### config.mk
export PLATFORM = sky130hd
export DESIGN_NAME = api_mem_reader_flat
export DESIGN_NICKNAME = d
export VERILOG_FILES = /design/src/rtl/api_pkg.sv /design/src/rtl/sdram_bus.sv /design/src/rtl/api_word_fifo.sv /design/src/rtl/api_mem_reader.sv /design/src/flat_wrapper.sv
export SDC_FILE = /design/constraint.sdc
export NUM_CORES = 1
export LEC_CHECK = 0
export CORE_UTILIZATION = 57
export CTS_CLUSTER_SIZE = 14
export DETAILED_ROUTE_END_ITERATION = 10
export HOLD_SLACK_MARGIN = 0.02
export PLACE_DENSITY = 0.82
export SLEW_MARGIN = 40
export SYNTH_ARGS = -nofsm -noshare
export SYNTH_HDL_FRONTEND = slang
export SYNTH_SLANG_ARGS = --single-unit
### constraint.sdc
create_clock -name clk -period 3.7 [get_ports clk]
set_input_delay 0.555 -clock clk [delete_from_list [all_inputs] [get_ports clk]]
set_output_delay 0.555 -clock clk [all_outputs]
set_load 0.1 [all_outputs]
### src/rtl/api_pkg.sv
// Shared definitions for the host API blocks: command codes, controller states
// and the SDRAM word-to-byte helper.
package api_pkg;

   localparam logic [7:0] CMD_WRITE_MEM = 8'h01;
   localparam logic [7:0] CMD_READ_REG  = 8'h02;
   localparam logic [7:0] CMD_WRITE_REG = 8'h03;
   localparam logic [7:0] CMD_READ_MEM  = 8'h04;

   localparam int RAM_AW = 22;

   typedef enum logic [1:0] {
      ST_CMD,
      ST_ADDR,
      ST_DATA,
      ST_DONE
   } api_state_t;

   // Words leave the reader low byte first.
   function automatic logic [7:0] word_byte(input logic [15:0] word, input logic hi);
      return hi ? word[15:8] : word[7:0];
   endfunction

endpackage

### src/rtl/sdram_bus.sv
// Toggle req/ack SDRAM port: a request is outstanding whenever req != ack.
interface sdram_bus;

   logic [21:0] address;
   logic        req;
   logic        ack;
   logic        we;
   logic [1:0]  wm;
   logic [15:0] data_read;

   modport controller (
      output address, req, we, wm,
      input  ack, data_read
   );

   modport memory (
      input  address, req, we, wm,
      output ack, data_read
   );

endinterface

### src/rtl/api_word_fifo.sv
// Synchronous 16-bit word FIFO used as the SDRAM read prefetch buffer.
// Flush empties it in one cycle; pushes when full and pops when empty are dropped.
module api_word_fifo #(
   parameter int DEPTH = 2
) (
   input  logic                     clk,
   input  logic                     reset,
   input  logic                     flush,
   input  logic                     push,
   input  logic [15:0]              din,
   input  logic                     pop,
   output logic [15:0]              dout,
   output logic                     full,
   output logic                     empty,
   output logic [$clog2(DEPTH):0]   count
);

   localparam int AW = $clog2(DEPTH);
   localparam int CW = AW + 1;

   logic [15:0]   mem [DEPTH];
   logic [AW-1:0] wr_ptr;
   logic [AW-1:0] rd_ptr;
   logic          do_push;
   logic          do_pop;

   assign full    = (count == CW'(DEPTH));
   assign empty   = (count == '0);
   assign do_push = push && !full;
   assign do_pop  = pop && !empty;
   assign dout    = mem[rd_ptr];

   always_ff @(posedge clk) begin
      if (do_push) begin
         mem[wr_ptr] <= din;
      end
   end

   always_ff @(posedge clk) begin
      if (reset || flush) begin
         wr_ptr <= '0;
         rd_ptr <= '0;
         count  <= '0;
      end else begin
         if (do_push) begin
            wr_ptr <= wr_ptr + AW'(1);
         end
         if (do_pop) begin
            rd_ptr <= rd_ptr + AW'(1);
         end
         count <= count + CW'(do_push) - CW'(do_pop);
      end
   end

endmodule

### src/rtl/api_mem_reader.sv
// Host API memory reader: decodes a read command and 3-byte address from the host
// link, then streams SDRAM words out byte by byte through a small prefetch FIFO.
//
//   state   | meaning
//   --------+-----------------------------------------------------------
//   ST_CMD  | waiting for the command byte
//   ST_ADDR | collecting the three address bytes
//   ST_DATA | prefetching SDRAM words and answering byte requests
//   ST_DONE | unsupported command; idle until the next start
module api_mem_reader
   import api_pkg::*;
#(
   parameter int FIFO_DEPTH = 2
) (
   input  logic         clk,
   input  logic         reset,
   input  logic         start,
   input  logic [7:0]   rd_data,
   input  logic         rd_valid,
   output logic         rd_ready,
   output logic [7:0]   wr_data,
   input  logic         wr_valid,
   output logic         wr_ready,
   sdram_bus.controller ram
);

   localparam int CW = $clog2(FIFO_DEPTH) + 1;
   localparam int OW = CW + 1;

   api_state_t        state;
   api_state_t        state_nxt;
   logic [RAM_AW-1:0] addr;
   logic [1:0]        addr_idx;
   logic              hi_next;
   logic              in_flight;
   logic              discard;
   logic              req_q;

   logic              take_byte;
   logic              send_byte;
   logic              issue;
   logic              complete;
   logic              push;
   logic              pop;

   logic [15:0]       fifo_dout;
   logic              fifo_full;
   logic              fifo_empty;
   logic [CW-1:0]     fifo_count;
   logic [OW-1:0]     occupancy;

   assign ram.address = addr;
   assign ram.req     = req_q;
   assign ram.we      = 1'b0;
   assign ram.wm      = 2'b00;

   assign complete  = in_flight && (req_q == ram.ack);
   // The in-flight word already owns a slot, so it counts against free space.
   assign occupancy = {1'b0, fifo_count} + {{CW{1'b0}}, in_flight};
   assign push      = complete && !discard && !start;
   assign pop       = send_byte && hi_next;

   api_word_fifo #(
      .DEPTH (FIFO_DEPTH)
   ) u_fifo (
      .clk   (clk),
      .reset (reset),
      .flush (start),
      .push  (push),
      .din   (ram.data_read),
      .pop   (pop),
      .dout  (fifo_dout),
      .full  (fifo_full),
      .empty (fifo_empty),
      .count (fifo_count)
   );

   always_ff @(posedge clk) begin
      if (reset) begin
         state <= ST_CMD;
      end else begin
         state <= state_nxt;
      end
   end

   always_comb begin
      state_nxt = state;
      take_byte = 1'b0;
      send_byte = 1'b0;
      issue     = 1'b0;
      if (start) begin
         state_nxt = ST_CMD;
      end else begin
         case (state)
            ST_CMD: begin
               if (rd_valid && !rd_ready) begin
                  take_byte = 1'b1;
                  state_nxt = (rd_data == CMD_READ_MEM) ? ST_ADDR : ST_DONE;
               end
            end
            ST_ADDR: begin
               if (rd_valid && !rd_ready) begin
                  take_byte = 1'b1;
                  if (addr_idx == 2'd2) begin
                     state_nxt = ST_DATA;
                  end
               end
            end
            ST_DATA: begin
               send_byte = wr_valid && !wr_ready && !fifo_empty;
               issue     = !in_flight && (req_q == ram.ack) && !fifo_full
                           && (occupancy < OW'(FIFO_DEPTH));
            end
            default: ;
         endcase
      end
   end

   always_ff @(posedge clk) begin
      if (reset) begin
         addr      <= '0;
         addr_idx  <= '0;
         hi_next   <= 1'b0;
         in_flight <= 1'b0;
         discard   <= 1'b0;
         req_q     <= 1'b0;
         rd_ready  <= 1'b0;
         wr_ready  <= 1'b0;
         wr_data   <= '0;
      end else begin
         rd_ready <= take_byte;
         wr_ready <= send_byte;

         if (take_byte && state == ST_ADDR) begin
            addr_idx <= addr_idx + 2'd1;
            case (addr_idx)
               2'd0:    addr[21:15] <= rd_data[6:0];
               2'd1:    addr[14:7]  <= rd_data;
               default: begin
                  addr[6:0] <= rd_data[7:1];
                  hi_next   <= rd_data[0];
               end
            endcase
         end

         if (send_byte) begin
            wr_data <= word_byte(fifo_dout, hi_next);
            hi_next <= !hi_next;
         end

         if (issue) begin
            req_q     <= !req_q;
            in_flight <= 1'b1;
         end

         if (complete) begin
            in_flight <= 1'b0;
            discard   <= 1'b0;
            if (!discard) begin
               addr <= addr + RAM_AW'(1);
            end
         end

         // A read still in flight at start must drain before the next one, and its word is dropped.
         if (start) begin
            addr_idx <= '0;
            hi_next  <= 1'b0;
            discard  <= in_flight && !complete;
         end
      end
   end

endmodule

### src/flat_wrapper.sv
// flat-port wrapper written by rule: the top's interface ports become plain ports
module api_mem_reader_flat import api_pkg::*;
#(
   parameter int FIFO_DEPTH = 2
)
  (clk, reset, start, rd_data, rd_valid, rd_ready, wr_data, wr_valid, wr_ready, ram_address, ram_req, ram_we, ram_wm, ram_ack, ram_data_read);
  sdram_bus ram_i ();
  input  logic clk;
  input  logic reset;
  input  logic start;
  input  logic [7:0] rd_data;
  input  logic rd_valid;
  output logic rd_ready;
  output logic [7:0] wr_data;
  input  logic wr_valid;
  output logic wr_ready;
  output wire logic [$bits(ram_i.address)-1:0] ram_address;
  output wire logic [$bits(ram_i.req)-1:0] ram_req;
  output wire logic [$bits(ram_i.we)-1:0] ram_we;
  output wire logic [$bits(ram_i.wm)-1:0] ram_wm;
  input wire logic [$bits(ram_i.ack)-1:0] ram_ack;
  input wire logic [$bits(ram_i.data_read)-1:0] ram_data_read;
  assign ram_address = ram_i.address;
  assign ram_req = ram_i.req;
  assign ram_we = ram_i.we;
  assign ram_wm = ram_i.wm;
  assign ram_i.ack = ram_ack;
  assign ram_i.data_read = ram_data_read;
  api_mem_reader #(.FIFO_DEPTH(FIFO_DEPTH)) u_core (.clk(clk), .reset(reset), .start(start), .rd_data(rd_data), .rd_valid(rd_valid), .rd_ready(rd_ready), .wr_data(wr_data), .wr_valid(wr_valid), .wr_ready(wr_ready), .ram(ram_i));
endmodule
# ---- Yosys cells after proc, flatten, opt, wreduce, memory -nomap -nowiden
# Memories as Yosys holds them, arrays and structs flattened. A register that Yosys moved wholly into a read port is not among the register bits.
# Cells that the tools add are included.
dict set report totals {
  ramBits 32
  register_bits 44
  inputBits 30
  out_inout_bits 36
  mem_count 1
}
dict set report classes {
  eq_ne 11
  reduce_logical 37
  magnitude_cmp 1
  addsub 7
  mux 28
}
# name words width read_ports rd_clocked_by_memory_dff wr line
set mem_list {}
lappend mem_list {u_core.u_fifo.mem 2 16 1 1 1 api_word_fifo.sv:21} ;# logic [15:0] mem [DEPTH];
# op n
set ops {}
lappend ops {{$mux 22} 3}
lappend ops {{$add 22x1->22 const B} 1}
lappend ops {{$mux 1} 16}
lappend ops {{$mux 8} 2}
lappend ops {{$logic_and 1x1->1} 14}
lappend ops {{$mux 7} 2}
lappend ops {{$logic_not 1->1} 10}
lappend ops {{$eq 8x3->1 const B} 1}
lappend ops {{$mux 2} 4}
lappend ops {{$ne 2x1->1 const B} 4}
lappend ops {{$reduce_or 2->1} 4}
lappend ops {{$eq 2x2->1 const B} 3}
lappend ops {{$logic_not 2->1} 3}
lappend ops {{$reduce_bool 2->1} 3}
lappend ops {{$eq 2x1->1 const B} 2}
lappend ops {{$pmux 2 s2} 1}
lappend ops {{$reduce_and 4->1} 1}
lappend ops {{$add 2x1->3} 1}
lappend ops {{$lt 3x2->1 const B} 1}
lappend ops {{$add 1x1->1 const B} 2}
lappend ops {{$add 2x1->2} 1}
lappend ops {{$add 2x1->2 const B} 1}
lappend ops {{$reduce_and 2->1} 1}
lappend ops {{$sub 2x1->2} 1}
lappend ops {{2 further kinds} 2}

# ---- Logic depth before layout (Yosys ltp)
dict set report depth {
  word_depth 9
  ltp_mapped 9
}

# ---- Modules after synthesis
# A second synthesis with hierarchy kept.
dict set report unflattened {
  hier_cells 347
  area_unflattened_um2 3656.0
}
# mod cells_per_inst instances area_per_inst_um2
set modules_own_cells {}
lappend modules_own_cells {api_mem_reader 270 1 2259.7}
lappend modules_own_cells {api_word_fifo 77 1 1396.3}

# ---- Worst setup path after synthesis
# Ideal clock, no wire load.
dict set report synth_timing {
  path_kind {register -> register}
  from {register u_core.req_q (netlist: u_core.ram.req)}
  to {memory u_core.u_fifo.mem[0][0], enable pin}
  synth_period_minus_slack_ns 2.734
  path_buffers 1
  slack_ns 0.966
  t_arrival_ns 2.346
  t_required_ns 3.312
  setup_ns 0.388
  path_stages_with_launch 5
  path_cell_list {dfxtp_1 -> xnor2_1 -> clkbuf_1 -> nand4_1 -> nor2_1}
}
dict set report synth_between {
  elab_chain_len 7
}
# item line
set synth_lines {}
lappend synth_lines {{start: declaration} api_mem_reader.sv:37} ;# logic req_q;
lappend synth_lines {{start signal: assignment} api_mem_reader.sv:152} ;# req_q <= !req_q;
lappend synth_lines {{$eq 1x1->1} api_mem_reader.sv:57} ;# assign complete = in_flight && (req_q == ram.ack);
lappend synth_lines {{$logic_and 1x1->1} api_mem_reader.sv:57}
lappend synth_lines {{$logic_and 1x1->1 (2 in a row)} api_mem_reader.sv:60} ;# assign push = complete && !discard && !start;
lappend synth_lines {{$logic_and 1x1->1} api_word_fifo.sv:29} ;# assign do_push = push && !full;
lappend synth_lines {{$mux 1} api_word_fifo.sv:34} ;# if (do_push) begin
lappend synth_lines {{$mux 1 (not written as such)} api_word_fifo.sv:35} ;# mem[wr_ptr] <= din;
lappend synth_lines {{end: declaration} api_word_fifo.sv:21}
# No other way between the ends.

# ---- Worst setup path in the final report
dict set report layout_timing {
  from {input start}
  to {register u_core.u_fifo.count[1]}
}
dict set report layout_between {
  elab_chain_len 5
  word_cells_on_any_way 9
}
# item line
set layout_lines {}
lappend layout_lines {{start: declaration} flat_wrapper.sv:10} ;# input logic start;
lappend layout_lines {{$logic_not 1->1} api_mem_reader.sv:60}
lappend layout_lines {{$logic_and 1x1->1} api_mem_reader.sv:60}
lappend layout_lines {{$logic_and 1x1->1} api_word_fifo.sv:29}
lappend layout_lines {{$add 2x1->2} api_word_fifo.sv:51} ;# count <= count + CW'(do_push) - CW'(do_pop);
lappend layout_lines {{$sub 2x1->2} api_word_fifo.sv:51}
lappend layout_lines {{end signal: assignment} api_word_fifo.sv:51}
lappend layout_lines {{end: declaration} api_word_fifo.sv:15} ;# output logic [$clog2(DEPTH):0] count
# Several ways; a longest one is shown, not always the timed one.
# A chain may end at the register's enable or synchronous reset.

==> reports/results.ini <==
[power_and_ir_drop]
p_sw_share_pct = 25.3
p_sw_uw = 424
p_per_area_mw_per_mm2 = 379
fin_total_pwr_mw = 1.68
clkPwrFrac_pct = 39.3
seq_power_share_pct = 53.2
p_leak_nw = 1.56
vdd_ir_drop_max_v = 0.000328
combPwrFrac_pct = 7.5
p_int_mw = 1.25

[timing]
finClkSkew_ps = 15.3
final-hold-violation-count = 0
tns_ps = 0
slew_headroom_pct = 60.1
worstMarginPinSlew_ps = 594
min_period_ps = 2540
rsz0062_at_grt = false
setup_slack_ps = 1160
fin_hold_ws_ps = 490
fmax_ghz = 0.394
finalSetupViolCount = 0
drv_slew = 0
period_share_pct = 68.6

[final_layout]
area_delta_synth_final_pct = 18.9
layout-drive-gt1-share_pct = 19.0
final_common_cell = dfxtp_1
seqCellArea_sq_mm = 0.00186
num_antenna_cells = 0
utilization_pct = 70.1
multi_input_comb_area_sq_mm = 0.00171
final_area_sq_mm = 0.00443
fillers = 494
fin_cells = 483
layout_common_cells = dfxtp_1, buf_2, edfxtp_1
nets = 436

[clock_network]
cts_resized = 0
cts_hold_buf = 0
cts_root_buf = clkbuf_8
h-tree-depth = 3
cts_tree = done
cts_max_path_buffers = 2
cts_sinks = 77
clk_pin_slew_worst_paths_ps = 70
cts_setup_buffers = 0
cts_inserted_buffers = 9
insertion_delay_ps = 360

[yosys]
synthArstFlopShare_pct = 0
yosys_warnings = 0
yosysTopAreaCellShare_pct = 25.8
synth-seq-cells = 77
syn_inst = 341
synth.largest_area_cell = edfxtp_1
synth_top_flop_cell = dfxtp_1
syn_area_sq_mm = 0.00372
synthTopCellsByArea = edfxtp_1, dfxtp_1, mux4_2
syn_avg_cell_area_sq_um = 10.9
synth_edf_count = 32
ys_types = 66
seq_area_frac_synth_pct = 50.0

[route]
final_antenna_net_count = 0
dr.pass1.iters = 7
wl_per_cell_um = 18.1
dr_total_vias = 3055
drt_iter0_drc = 248
avgViaCountPerCell = 6.33
drt-total-wl_um = 8740
drcViolationCount = 0

[flow_run]
drv_cap = 0

[floorplan]
rows = 29
dieArea_sq_mm = 0.00686
die_x_um = 82.8
ioPinCount = 66
fp.coreArea_sq_mm = 0.00631
initial_core_util_pct = 59.0
die_y_um = 82.8

[run_status]
outcome = finished, final reports clean

[setup_path]
path_cells = clkdlybuf4s50_1, or3b_2, nor4b_4, nand2_1, xnor2_1, ha_1, xor2_1, and4_1, nor3_1
crit_path_max_fanout = 5
cp-start-kind = input pin
crit_path_start = start
crit_arrival_ps = 2760
critPathRequiredTime_ps = 3920
path_class = input pin to register
cpMaxStageDelayCell = or3b_2
slowest_delay_ps = 520
cp-end-kind = register
reg2reg_slack_ps = 1430
r2r_cells = 7
r2r_start = u_core.in_flight$_SDFFE_PP0P_
r2r_end = u_core.u_fifo.count[1]$_SDFF_PP0_

[global_routing]
antenna_found_initial = 0
grt_pass1_vias = 2890
overflow = 0
grt.total_usage_pct = 25.9
grt_pass1_wl_um = 14000
grt_max_degree = 37

[worst_hold_path]
hp-start = u_core.addr_idx[1]$_SDFFE_PP0N_
hold_path_class = register to register
holdPathEnd = u_core.addr_idx[1]$_SDFFE_PP0N_
holdPathStages = 2

[placed_design]
gp_congestion = 0.874
placed_cells = 467
pre_cts_slack_ps = 809
dp_hpwl_um = 5900
place_area_sq_mm = 0.00422
portBuffers = 62

==> power groups by stage <==
| stage | clock network, mW | logic [mW] | registers, mW |
|---|---|---|---|
| finish | 0.660 | 0.126 | 0.892 |
| global route | 0.700 | 0.132 | 0.893 |
| CTS | 0.674 | 0.125 | 0.892 |
| detailed placement | 0 | 0.124 | 0.911 |
| global placement | 0 | 0.125 | 0.911 |
| floorplan | 0 | 0.0544 | 0.928 |
==> critical path: cells and delay by family <==
family | cells | cell delay [ps]
and+or+nand+nor | 5 | 1130
buffers and inverters | 1 | 490
xor gates and xnor gates | 2 | 400
adders and majority gates | 1 | 180
==> kinds of logic (layout without fill, tap and decap cells) <==
family | after synthesis | in the layout | synth area share [%]
compound gates | 71 | 71 | 14.3
xor+xnor | 6 | 6 | 1.41
fa+ha+maj | 5 | 5 | 1.68
buf+inv | 33 | 96 | 4.33
flops | 77 | 77 | 50.0
mux | 24 | 24 | 9.17
other cells | 1 | 3 | 0.101
simple gates | 124 | 124 | 19.0
==> final cells by class <==
| class | instances | area share, % |
|---|---|---|
| Sequential cell | 77 | 42.1 |
| Inverter | 10 | 0.848 |
| Tap cell | 77 | 2.18 |
| Multi-Input combinational cell | 233 | 38.6 |
| Clock inverter | 7 | 1.81 |
| Timing Repair Buffer | 70 | 11.6 |
| Clock buffer | 9 | 2.80 |
==> sequential cells by signal (all words and copies together) (netlist names), 2 cells and up, named ones only <==
signal and flops:
u_core.wr_data 8, u_core.u_fifo.count 2, u_core.ram.address 22, u_core.state 2, u_core.addr_idx 2, u_core.u_fifo.mem 32
==> Yosys cell counts, types with 2 or more instances <==
master     number
a21boi_0        2
buf_4           5
nor2_1         25
o311ai_0        2
or3_1           5
mux2i_1        15
a22oi_1         2
and3_1          8
clkbuf_1       12
o2111a_1        2
nor2b_1         3
o21ai_0         7
o21ba_2         2
o2111ai_1       2
nand2_1        20
or4_1           6
ha_1            5
edfxtp_1       32
xor2_1          2
a21oi_1         8
o31ai_1         2
nand3_1        13
nor4b_1         2
nor3_1         11
nor4_1          6
nand2b_1        3
nand4_2         2
dfxtp_1        45
a311o_1         3
o211ai_1        4
and2_1          3
xnor2_1         4
and4_1          4
a32oi_1         4
a31oi_1         9
a211oi_1        9
nand3b_1        2
inv_1           9
buf_1           2
mux4_2          8
o22a_1          2
nand4_1         4
buf_2           2
==> how the worst max path moves through the flow <==
stage                                   endpoint  slack (ps)  cells past startpoint
6_report       u_core.u_fifo.count[1]$_SDFF_PP0_        1160                      9
2_1_floorplan  u_core.u_fifo.mem[0][0]$_DFFE_PP_         970                      4
5_1_grt        u_core.u_fifo.count[1]$_SDFF_PP0_        1020                      9
3_3_place_gp   u_core.u_fifo.count[1]$_SDFF_PP0_         910                      9
4_1_cts        u_core.u_fifo.count[1]$_SDFF_PP0_        1180                      9
3_5_place_dp   u_core.u_fifo.count[1]$_SDFF_PP0_         810                      9
==> per-layer routing <==
layer / track usage, % / up-vias / wire length [um]
li1: - / 1439 / -
met1: 32.8 / 1476 / 3630
met2: 42.1 / 122 / 4380
met3: 6.56 / 18 / 555
met4: 11.3 / 0 / 162
met5: 0 / - / 0
No activity file was read; power rests on OpenSTA's default activity.
